==> config.mk <==
export PLATFORM = sky130hd
export DESIGN_NAME = mem_access_unit
export DESIGN_NICKNAME = d
export VERILOG_FILES = /design/src/rtl/mem_access_unit_pkg.sv /design/src/rtl/mem_access_unit_load_align.sv /design/src/rtl/mem_access_unit.sv
export SDC_FILE = /design/constraint.sdc
export NUM_CORES = 1
export LEC_CHECK = 0
export ABC_AREA = 1
export CORE_ASPECT_RATIO = 1.75
export CORE_MARGIN = 5
export CORE_UTILIZATION = 50
export DETAILED_ROUTE_END_ITERATION = 6
export DONT_BUFFER_PORTS = 1
export SLEW_MARGIN = 10
export SYNTH_ARGS = -nofsm -noshare
export SYNTH_HDL_FRONTEND = slang
export SYNTH_HIERARCHICAL = 1
export SYNTH_SLANG_ARGS = --single-unit
==> constraint.sdc <==
create_clock -name clock -period 2.6 [get_ports clock]
set_input_delay 0.39 -clock clock [delete_from_list [all_inputs] [get_ports clock]]
set_output_delay 0.39 -clock clock [all_outputs]
set_load 0.03 [all_outputs]
==> src/rtl/mem_access_unit_pkg.sv <==
// Shared types and constants for the memory access unit.
// Holds the uop payload, access size/type enums, the FSM state enum and
// the data-memory strobe width.
package mem_access_unit_pkg;

    localparam int unsigned MAU_XLEN    = 32;
    localparam int unsigned DMEM_STRB_W = 4;
    localparam int unsigned PRF_IDX_W   = 6;

    typedef enum logic [1:0] {
        MEM_B = 2'd0,
        MEM_H = 2'd1,
        MEM_W = 2'd2
    } mem_size_t;

    typedef enum logic {
        MEM_LD = 1'b0,
        MEM_ST = 1'b1
    } mem_type_t;

    typedef enum logic [1:0] {
        ST_IDLE = 2'd0,
        ST_REQ  = 2'd1,
        ST_WAIT = 2'd2,
        ST_DONE = 2'd3
    } mau_state_t;

    typedef struct packed {
        logic                  valid;
        mem_type_t             mem_type;
        mem_size_t             mem_size;
        logic                  mem_unsigned;
        logic [MAU_XLEN-1:0]   imm;
        logic [PRF_IDX_W-1:0]  rd_prf_int_index;
    } micro_op_t;

endpackage

==> src/rtl/mem_access_unit_load_align.sv <==
// mem_load_align: combinational load-data alignment and extension.
// Ports:
//   i_rdata    raw memory word
//   i_off      byte offset of the access within the word
//   i_size     access size (B/H/W)
//   i_unsigned 1 = zero-extend, 0 = sign-extend
//   o_data     aligned, extended load result
module mem_load_align
    import mem_access_unit_pkg::*;
#(
    parameter int unsigned XLEN = MAU_XLEN
) (
    input  logic [XLEN-1:0] i_rdata,
    input  logic [1:0]      i_off,
    input  mem_size_t       i_size,
    input  logic            i_unsigned,
    output logic [XLEN-1:0] o_data
);

    logic [XLEN-1:0] w_shift;

    assign w_shift = i_rdata >> {i_off, 3'b000};

    // Extend the low byte/halfword of the lane-shifted word
    always_comb begin
        o_data = w_shift;
        case (i_size)
            MEM_B: o_data = i_unsigned ? XLEN'(w_shift[7:0])
                                       : {{(XLEN-8){w_shift[7]}}, w_shift[7:0]};
            MEM_H: o_data = i_unsigned ? XLEN'(w_shift[15:0])
                                       : {{(XLEN-16){w_shift[15]}}, w_shift[15:0]};
            default: o_data = w_shift;
        endcase
    end

endmodule

==> src/rtl/mem_access_unit.sv <==
// mem_access_unit: single-issue memory execution stage.
// Computes rs1+imm, issues one data-memory request, waits for the in-order
// response, aligns/extends load data and hands the uop to writeback.
// Optional feature macro: MAU_MISALIGN_CHECK_EN (misaligned H/W accesses
// complete immediately with wb_misalign=1 and no memory request).
// Ports:
//   clock, reset (async active-low), flush (sync kill)
//   uop_in, rs1_data, rs2_data  issued uop and operands
//   ex_busy                     unit cannot accept a uop
//   dmem_req_*                  request channel (valid/ready)
//   dmem_resp_*                 response pulse and raw read word
//   wb_uop, wb_data, wb_misalign writeback result
module mem_access_unit
    import mem_access_unit_pkg::*;
#(
    parameter int unsigned XLEN = MAU_XLEN
) (
    input  logic                   clock,
    input  logic                   reset,
    input  logic                   flush,
    input  micro_op_t              uop_in,
    input  logic [XLEN-1:0]        rs1_data,
    input  logic [XLEN-1:0]        rs2_data,
    output logic                   ex_busy,
    output logic                   dmem_req_valid,
    input  logic                   dmem_req_ready,
    output logic [XLEN-1:0]        dmem_req_addr,
    output logic                   dmem_req_we,
    output logic [XLEN-1:0]        dmem_req_wdata,
    output logic [DMEM_STRB_W-1:0] dmem_req_wstrb,
    input  logic                   dmem_resp_valid,
    input  logic [XLEN-1:0]        dmem_resp_rdata,
    output micro_op_t              wb_uop,
    output logic [XLEN-1:0]        wb_data,
    output logic                   wb_misalign
);

    mau_state_t             r_state;
    mau_state_t             w_state_nxt;
    logic                   r_killed;
    logic                   w_killed_nxt;
    micro_op_t              r_uop;
    logic [XLEN-1:0]        r_addr;
    logic [XLEN-1:0]        r_wdata;
    logic [DMEM_STRB_W-1:0] r_wstrb;
    logic [XLEN-1:0]        r_wb_data;
    logic                   r_req_valid;
    logic                   r_busy;
    logic                   r_wb_valid;

    logic                   w_accept;
    logic                   w_is_store;
    logic [XLEN-1:0]        w_addr;
    logic [1:0]             w_off;
    logic [DMEM_STRB_W-1:0] w_wstrb;
    logic [XLEN-1:0]        w_wdata;
    logic                   w_misalign;
    logic [XLEN-1:0]        w_load_data;

    assign w_accept   = (r_state == ST_IDLE) && uop_in.valid && !flush;
    assign w_is_store = (uop_in.mem_type == MEM_ST);
    assign w_addr     = rs1_data + XLEN'(uop_in.imm);
    assign w_off      = w_addr[1:0];
    assign w_wdata    = w_is_store ? (rs2_data << {w_off, 3'b000}) : '0;

    // Byte enables; shifted strobes beyond lane 3 fall off the 4-bit field
    always_comb begin
        w_wstrb = '0;
        if (w_is_store) begin
            case (uop_in.mem_size)
                MEM_B:   w_wstrb = DMEM_STRB_W'(4'b0001 << w_off);
                MEM_H:   w_wstrb = DMEM_STRB_W'(4'b0011 << w_off);
                default: w_wstrb = 4'b1111;
            endcase
        end
    end

`ifdef MAU_MISALIGN_CHECK_EN
    logic r_misalign;

    assign w_misalign = ((uop_in.mem_size == MEM_H) && w_off[0]) ||
                        ((uop_in.mem_size == MEM_W) && (w_off != 2'b00));

    always_ff @(posedge clock or negedge reset) begin
        if (!reset)        r_misalign <= 1'b0;
        else if (w_accept) r_misalign <= w_misalign;
    end

    assign wb_misalign = r_misalign;
`else
    assign w_misalign  = 1'b0;
    assign wb_misalign = 1'b0;
`endif

    mem_load_align #(.XLEN(XLEN)) u_load_align (
        .i_rdata    (dmem_resp_rdata),
        .i_off      (r_addr[1:0]),
        .i_size     (r_uop.mem_size),
        .i_unsigned (r_uop.mem_unsigned),
        .o_data     (w_load_data)
    );

    // State register
    always_ff @(posedge clock or negedge reset) begin
        if (!reset) begin
            r_state  <= ST_IDLE;
            r_killed <= 1'b0;
        end else begin
            r_state  <= w_state_nxt;
            r_killed <= w_killed_nxt;
        end
    end

    // Next state; a flush that races the request handshake must still drain the response
    always_comb begin
        w_state_nxt  = r_state;
        w_killed_nxt = r_killed;
        case (r_state)
            ST_IDLE: begin
                if (w_accept) begin
                    w_state_nxt  = w_misalign ? ST_DONE : ST_REQ;
                    w_killed_nxt = 1'b0;
                end
            end
            ST_REQ: begin
                if (dmem_req_ready) begin
                    w_state_nxt  = ST_WAIT;
                    w_killed_nxt = flush;
                end else if (flush) begin
                    w_state_nxt  = ST_IDLE;
                end
            end
            ST_WAIT: begin
                if (flush) w_killed_nxt = 1'b1;
                if (dmem_resp_valid)
                    w_state_nxt = (r_killed || flush) ? ST_IDLE : ST_DONE;
            end
            ST_DONE: w_state_nxt = ST_IDLE;
            default: w_state_nxt = ST_IDLE;
        endcase
    end

    // Registered outputs and latched request payload
    always_ff @(posedge clock or negedge reset) begin
        if (!reset) begin
            r_uop       <= '0;
            r_addr      <= '0;
            r_wdata     <= '0;
            r_wstrb     <= '0;
            r_wb_data   <= '0;
            r_req_valid <= 1'b0;
            r_busy      <= 1'b0;
            r_wb_valid  <= 1'b0;
        end else begin
            r_req_valid <= (w_state_nxt == ST_REQ);
            r_busy      <= (w_state_nxt != ST_IDLE);
            r_wb_valid  <= (w_state_nxt == ST_DONE);
            if (w_accept) begin
                r_uop     <= uop_in;
                r_addr    <= w_addr;
                r_wdata   <= w_wdata;
                r_wstrb   <= w_wstrb;
                r_wb_data <= '0;
            end else if ((r_state == ST_WAIT) && dmem_resp_valid &&
                         (r_uop.mem_type == MEM_LD)) begin
                r_wb_data <= w_load_data;
            end
        end
    end

    // Flush in DONE kills the writeback strobe in the same cycle
    always_comb begin
        wb_uop       = r_uop;
        wb_uop.valid = r_wb_valid && !flush;
    end

    assign ex_busy        = r_busy;
    assign dmem_req_valid = r_req_valid;
    assign dmem_req_addr  = {r_addr[XLEN-1:2], 2'b00};
    assign dmem_req_we    = (r_uop.mem_type == MEM_ST);
    assign dmem_req_wdata = r_wdata;
    assign dmem_req_wstrb = r_wstrb;
    assign wb_data        = r_wb_data;

endmodule

## Word-level counts from Yosys, hierarchy flattened

Index checks and enable logic that the tools add are counted.
W data, S select, Z words.

| storage, ports and cells | value |
|---|---|
| register bits | 148 |
| latch bits | 0 |
| memory bits (writable) | 0 |
| ROM bits | 0 |
| input bits | 144 |
| memories | 0 |

| operators by class | value |
|---|---|
| add/sub/neg operators | 1 |
| multipliers | 0 |
| divide/modulo/power cells | 0 |
| magnitude comparators | 0 |
| eq/ne operators | 10 |
| shift operators | 4 |
| mux-type cells | 18 |
| bitwise gates (word level) | 1 |
| reduce and logical (&&, ||, !) cells | 14 |

Operator list:

| cell | count |
|---|---|
| $mux W32 | 5 |
| $pmux W32 S2 | 1 |
| $add A32 B32 Y32 | 1 |
| $shl A32 B5 Y32 | 1 |
| $shr A32 B5 Y32 | 1 |
| $mux W2 | 5 |
| $eq A2 B1 Y1 const B | 4 |
| $pmux W2 S4 | 1 |
| $pmux W4 S2 | 1 |
| $eq A2 B2 Y1 const B | 3 |
| $logic_not A2 Y1 | 3 |
| $ne A2 B2 Y1 const B | 3 |
| $logic_and A1 B1 Y1 | 5 |
| $mux W4 | 1 |
| $reduce_and A4 Y1 | 1 |
| $reduce_bool A2 Y1 | 2 |
| $shl A1 B2 Y4 const A | 1 |
| $shl A2 B2 Y4 const A | 1 |
| $mux W1 | 3 |
| $pmux W1 S3 | 1 |
| $reduce_bool A3 Y1 | 1 |
| $logic_not A1 Y1 | 1 |
| $logic_or A1 B1 Y1 | 1 |
| $not A1 Y1 | 1 |

## Longest topological paths before layout

| logic depth | value |
|---|---|
| depth after elaboration | 6 |
| depth in mapped cells | 13 |

## Cells and area by module

Netlist, hierarchy kept.

By module, submodules not included:

| module | instances | cells an instance | area an instance (um2) | seq. area each (um2) |
|---|---|---|---|---|
| mem_access_unit | 1 | 1214 | 8804.7 | 3703.6 |
| mem_load_align | 1 | 174 | 903.4 | 0.0 |

## Worst setup path after synthesis

Ideal clock, no wire load.

| timing path | value |
|---|---|
| path type | input -> register |
| from | in uop_in[6] (netlist bit) |
| to | reg r_wdata[21] (netlist: dmem_req_wdata[21]) |
| setup time | 0.122 ns |
| arrival time | 1.856 ns |
| path slack | 0.623 ns |
| cell stages on the path | 7 |
| buffers on the path | 1 |
| path through | ha_1 > inv_1 > fa_1 > inv_2 > buf_1 > nand2_1 > a32o_1 |

| between the ends | value |
|---|---|
| longest elaborated chain between the ends | 3 |

Ends and longest elaborated chain:

| element | RTL line | source |
|---|---|---|
| start, declared | mem_access_unit.sv:21 | `input micro_op_t uop_in,` |
| $add A32 B32 Y32 | mem_access_unit.sv:62 | `assign w_addr = rs1_data + XLEN'(uop_in.imm);` |
| $shl A32 B5 Y32 | mem_access_unit.sv:64 | `assign w_wdata = w_is_store ? (rs2_data << {w_off, 3'b000}) : '0;` |
| $mux W32 | mem_access_unit.sv:64 |  |
| end signal, assigned | mem_access_unit.sv:161 | `r_wdata <= w_wdata;` |
| end, declared | mem_access_unit.sv:44 | `logic [XLEN-1:0] r_wdata;` |

Every way passes these cells.
A chain may end at the register's enable or synchronous reset.

## Final worst setup path

| timing path | value |
|---|---|
| from | reg r_state[1] |
| to | reg r_wb_data[14] (netlist: wb_data[14]) |

| between the ends | value |
|---|---|
| longest elaborated chain between the ends | 4 |
| elaborated cells between the ends (all ways) | 8 |
| classes of those cells | 1 x eq/ne; 1 x mux; 6 x reduce/logical |

Ends and longest elaborated chain:

| element | RTL line | source |
|---|---|---|
| start, declared | mem_access_unit.sv:38 | `mau_state_t r_state;` |
| start signal, assigned | mem_access_unit.sv:109 | `r_state <= w_state_nxt;` |
| $eq A2 B2 Y1 / $logic_not A2 Y1 (equally long branches) | mem_access_unit.sv:164, mem_access_unit.sv:60 |  |
| $logic_and A1 B1 Y1, on equally long branches (2 in series) | mem_access_unit.sv:164, mem_access_unit.sv:60 |  |
| $reduce_bool A2 Y1 (no source line) / $mux W32 (equally long branches) | - |  |
| end signal, assigned | mem_access_unit.sv:166 | `r_wb_data <= w_load_data;` |
| end, declared | mem_access_unit.sv:46 | `logic [XLEN-1:0] r_wb_data;` |

Parallel ways exist; a longest one is shown, timed or not.

==> impl_metrics.ini <==
[critical_path]
required_time_at_the_worst_slack_endpoint_ns = 2.96
cp-end-kind = register
cp.arrival_ns = 2.33
critical_path.max_fanout = 32
crit_type = reg -> reg
critPathLaunchType = register

[grt]
grt_start_max_net_pins = 149
globalRoute.totalOverflow = 0
grt.total_usage_pct = 25.9
number_of_global_route_vias_before_repair = 8370
grt_pass1_wl_microns = 45400
antenna_violations_before_repair = 0

[logic_synthesis]
yosys_warnings = 6
count_of_mapped_cells_out_of_synthesis = 1388
synth_area_per_cell_sq_um = 6.99
synth.cell_area_sq_um = 9710
fraction_of_registers_with_async_set_reset_pct = 100
synth_sequential_area_ratio_pct = 38.1
synth.ff_latch_count = 148
synth_ff_type = dfrtp_1
yosysUniqueCellTypes = 43
synth-edff-count = 0

[final_layout]
multiInputGateArea_sq_um = 4880
proportion_of_layout_cells_with_a_drive_suffix_above_1_pct = 7.35
fill_cells = 1991
antenna_cells = 0
final_nets = 1514
final-seq-area_sq_um = 3700
areaGrowthSynthToFinish_pct = 4.47
post_layout_nonfiller_instances = 1588

[timing]
tns_ns = 0
final-max-slew-violation-count = 0
fin_crit_sh_pct = 75.5
rsz0062_at_grt = no
layout_setup_ws_ns = 0.637
finalCriticalPeriod_ns = 1.96
hold_violations = 148
timing.slew.headroom_pct = 48.0
worst_clock_skew_on_the_final_layout_ns = 0.0125
timing.hold.ws_ns = -0.346
max_slew.worst_pin.slew_ns = 0.779
setup_viol = 0
clock.fmax_ghz = 0.509

[cts]
ctsRootBufferMaster = clkbuf_16
maximum_buffer_depth_of_the_clock_tree = 2
cts_tree = yes
clock_insertion_delay_worst_skew_ns = 0.43
numCtsBuffers = 17
htree_levels = 4
cts.sink_count = 148
cts.reportedPaths.clkPinSlew_ns = 0.07

[routing]
via_total_after_detailed_routing = 8520
post_drt_via_cell_ratio = 5.37
drt.antenna.violating_nets = 0
drt_iter0_drc = 614
route.detailed.wl_per_inst_microns = 18.2
drt_drc_violations_left = 0
drtPass1Iterations = 7
drt_wl_total_microns = 28900

[outcome]
failed_checks = negative hold slack
run_status = complete, but fails checks

[floorplan]
die_h_microns = 194
io_pins = 291
initial_utilization_pct = 50.8
floorplan.core_area_sq_um = 19100
core.rowCount = 67
fp.dieW_microns = 115
area_of_the_die_sq_um = 22400

[place]
placement.setup.worst_slack_ns = 0.246
globalplace.congestion = 0.943
dp.cells = 1556
buffer_ports.inserted = 0
detailed_place_hpwl_microns = 22200

[power]
total_power_uw = 11800
vdd_ir_drop_max_v = 0.000538
power_leakage_uw = 0.00570
power.density_nw_per_um2 = 1160

[flow_run]
max_cap_viols = 0

[min_path]
timing.hold.worst.class = in -> async
-- Yosys cell counts (all sizes together) (2+ instances only) --
library cell  number  area (sq um)
o21bai             3          26.3
a21oi             55           279
a22o               2          17.5
o21ai             69           345
nor3               4          20.0
ha                35           438
a32o              11           110
dfrtp            148          3700
nand2            563          2160
buf               77           518
a22oi              2          15.0
xnor2             14           123
o211ai             3          22.5
mux2i              3          30.0
clkbuf            15          56.3
nand3b             4          30.0
nor2              65           274
nand4              3          18.8
nand3            154           891
inv              149           559
-- sequential cells by signal, indices dropped and copies added, names as in the netlist --
register	flops
r_wb_valid	1
dmem_req_valid	1
r_addr	32
dmem_req_wstrb	4
dmem_req_wdata	32
ex_busy	1
r_state	2
wb_uop	41
dmem_req_we	1
wb_data	32
r_killed	1
-- per-stage QoR --
step | hold WS (ns) | utilization (%) | instance area (sq um)
6_report | -0.346 | 53.1 | 10100
5_1_grt | -0.370 | 53.1 | 10100
3_3_place_gp | 0.0979 | 50.1 | 9570
2_1_floorplan | 0.0944 | - | 9720
4_1_cts | -0.362 | 53.1 | 10100
3_5_place_dp | 0.0990 | 50.1 | 9570
-- timing repair --
| action | CTS | global route |
|---|---|---|
| setup buffers | 0 | 0 |
| endpoints found under the hold margin | 148 | 148 |
| gates resized for setup | 0 | 0 |
-- path summary, 6_finish.rpt --
| path | from | endpoint | slack, ns | cells past startpoint |
|---|---|---|---|---|
| setup / recovery | r_state[1] | wb_data[14] | 0.64 | 8 |
| hold / removal | reset | wb_data[9] | -0.35 | 0 |
| setup reg to reg | r_state[1] | wb_data[14] | 0.64 | 8 |
| hold reg to reg | r_killed | r_killed | 0.49 | 2 |
| max in group asynchronous | reset | wb_data[25] | 2.76 | 0 |
| min in group clock | uop_in[25] | wb_uop[25] | 0.07 | 2 |
-- final cells by class --
cell class                      instances  area share [%]
Clock buffer                           17            4.19
Clock inverter                         15            1.44
Inverter                              149            5.51
Multi-Input combinational cell       1001            48.1
Sequential cell                       148            36.5
Tap cell                              241            2.97
Timing Repair Buffer                   17            1.26
-- metal layers --
| layer | global-route usage [%] | share of wire, % |
|---|---|---|
| met5 | 0 | 0 |
| met4 | 11.6 | 4.0 |
| met1 | 27.1 | 35 |
| met3 | 6.44 | 6.8 |
| met2 | 47.5 | 55 |
-- report_power, final --
| part | internal [uW] | leakage, uW | switching [uW] |
|---|---|---|---|
| clock network | 1340 | 0.000281 | 1070 |
| registers | 3260 | 0.00189 | 2790 |
| logic | 1210 | 0.00353 | 2130 |
| total | 5810 | 0.00570 | 6000 |
-- critical path, cell delays in order, from the launching register on --
cell     delay, ns
dfrtp_1       0.43
inv_1         0.12
ha_1          0.24
nand3_4       0.17
buf_4         0.26
nand2_1       0.08
buf_4         0.33
nand3_1       0.18
nand2_1       0.09
-- cells by family (layout without fill, tap and decap cells) --
kind of cell | Yosys count | in the layout | synth area share (%)
adder cells (fa/ha/maj) | 36 | 36 | 4.72
AO/OA/AOI/OAI | 149 | 149 | 8.71
multiplexers | 3 | 3 | 0.309
other | 1 | 3 | 0.0386
AND/OR/NAND/NOR | 795 | 795 | 35.0
XOR/XNOR | 15 | 15 | 1.35
flip-flops | 148 | 148 | 38.1
buffers and inverters | 241 | 198 | 11.7
-- placed cells by master, fill, tap and decap left out, types with 3 or more instances in the layout --
cell / Yosys / final
o21ai_0: 56 / 56
nand2_1: 548 / 548
xnor2_1: 14 / 14
a21oi_1: 54 / 54
ha_1: 35 / 35
o211ai_1: 3 / 3
nor3_1: 4 / 4
inv_1: 143 / 143
nor2_1: 59 / 59
mux2i_1: 3 / 3
nand4_1: 3 / 3
nor2_4: 3 / 3
inv_6: 0 / 5
nand3_1: 133 / 133
clkbuf_16: 0 / 17
conb_1: 1 / 3
a32o_1: 11 / 11
inv_2: 6 / 6
nand3_2: 19 / 19
nor2_2: 3 / 3
clkinv_4: 0 / 5
buf_4: 40 / 17
dfrtp_1: 148 / 148
o21ai_1: 13 / 13
nand2_2: 14 / 14
nand3b_1: 4 / 4
Note: power is estimated with default switching activity, not from simulation.
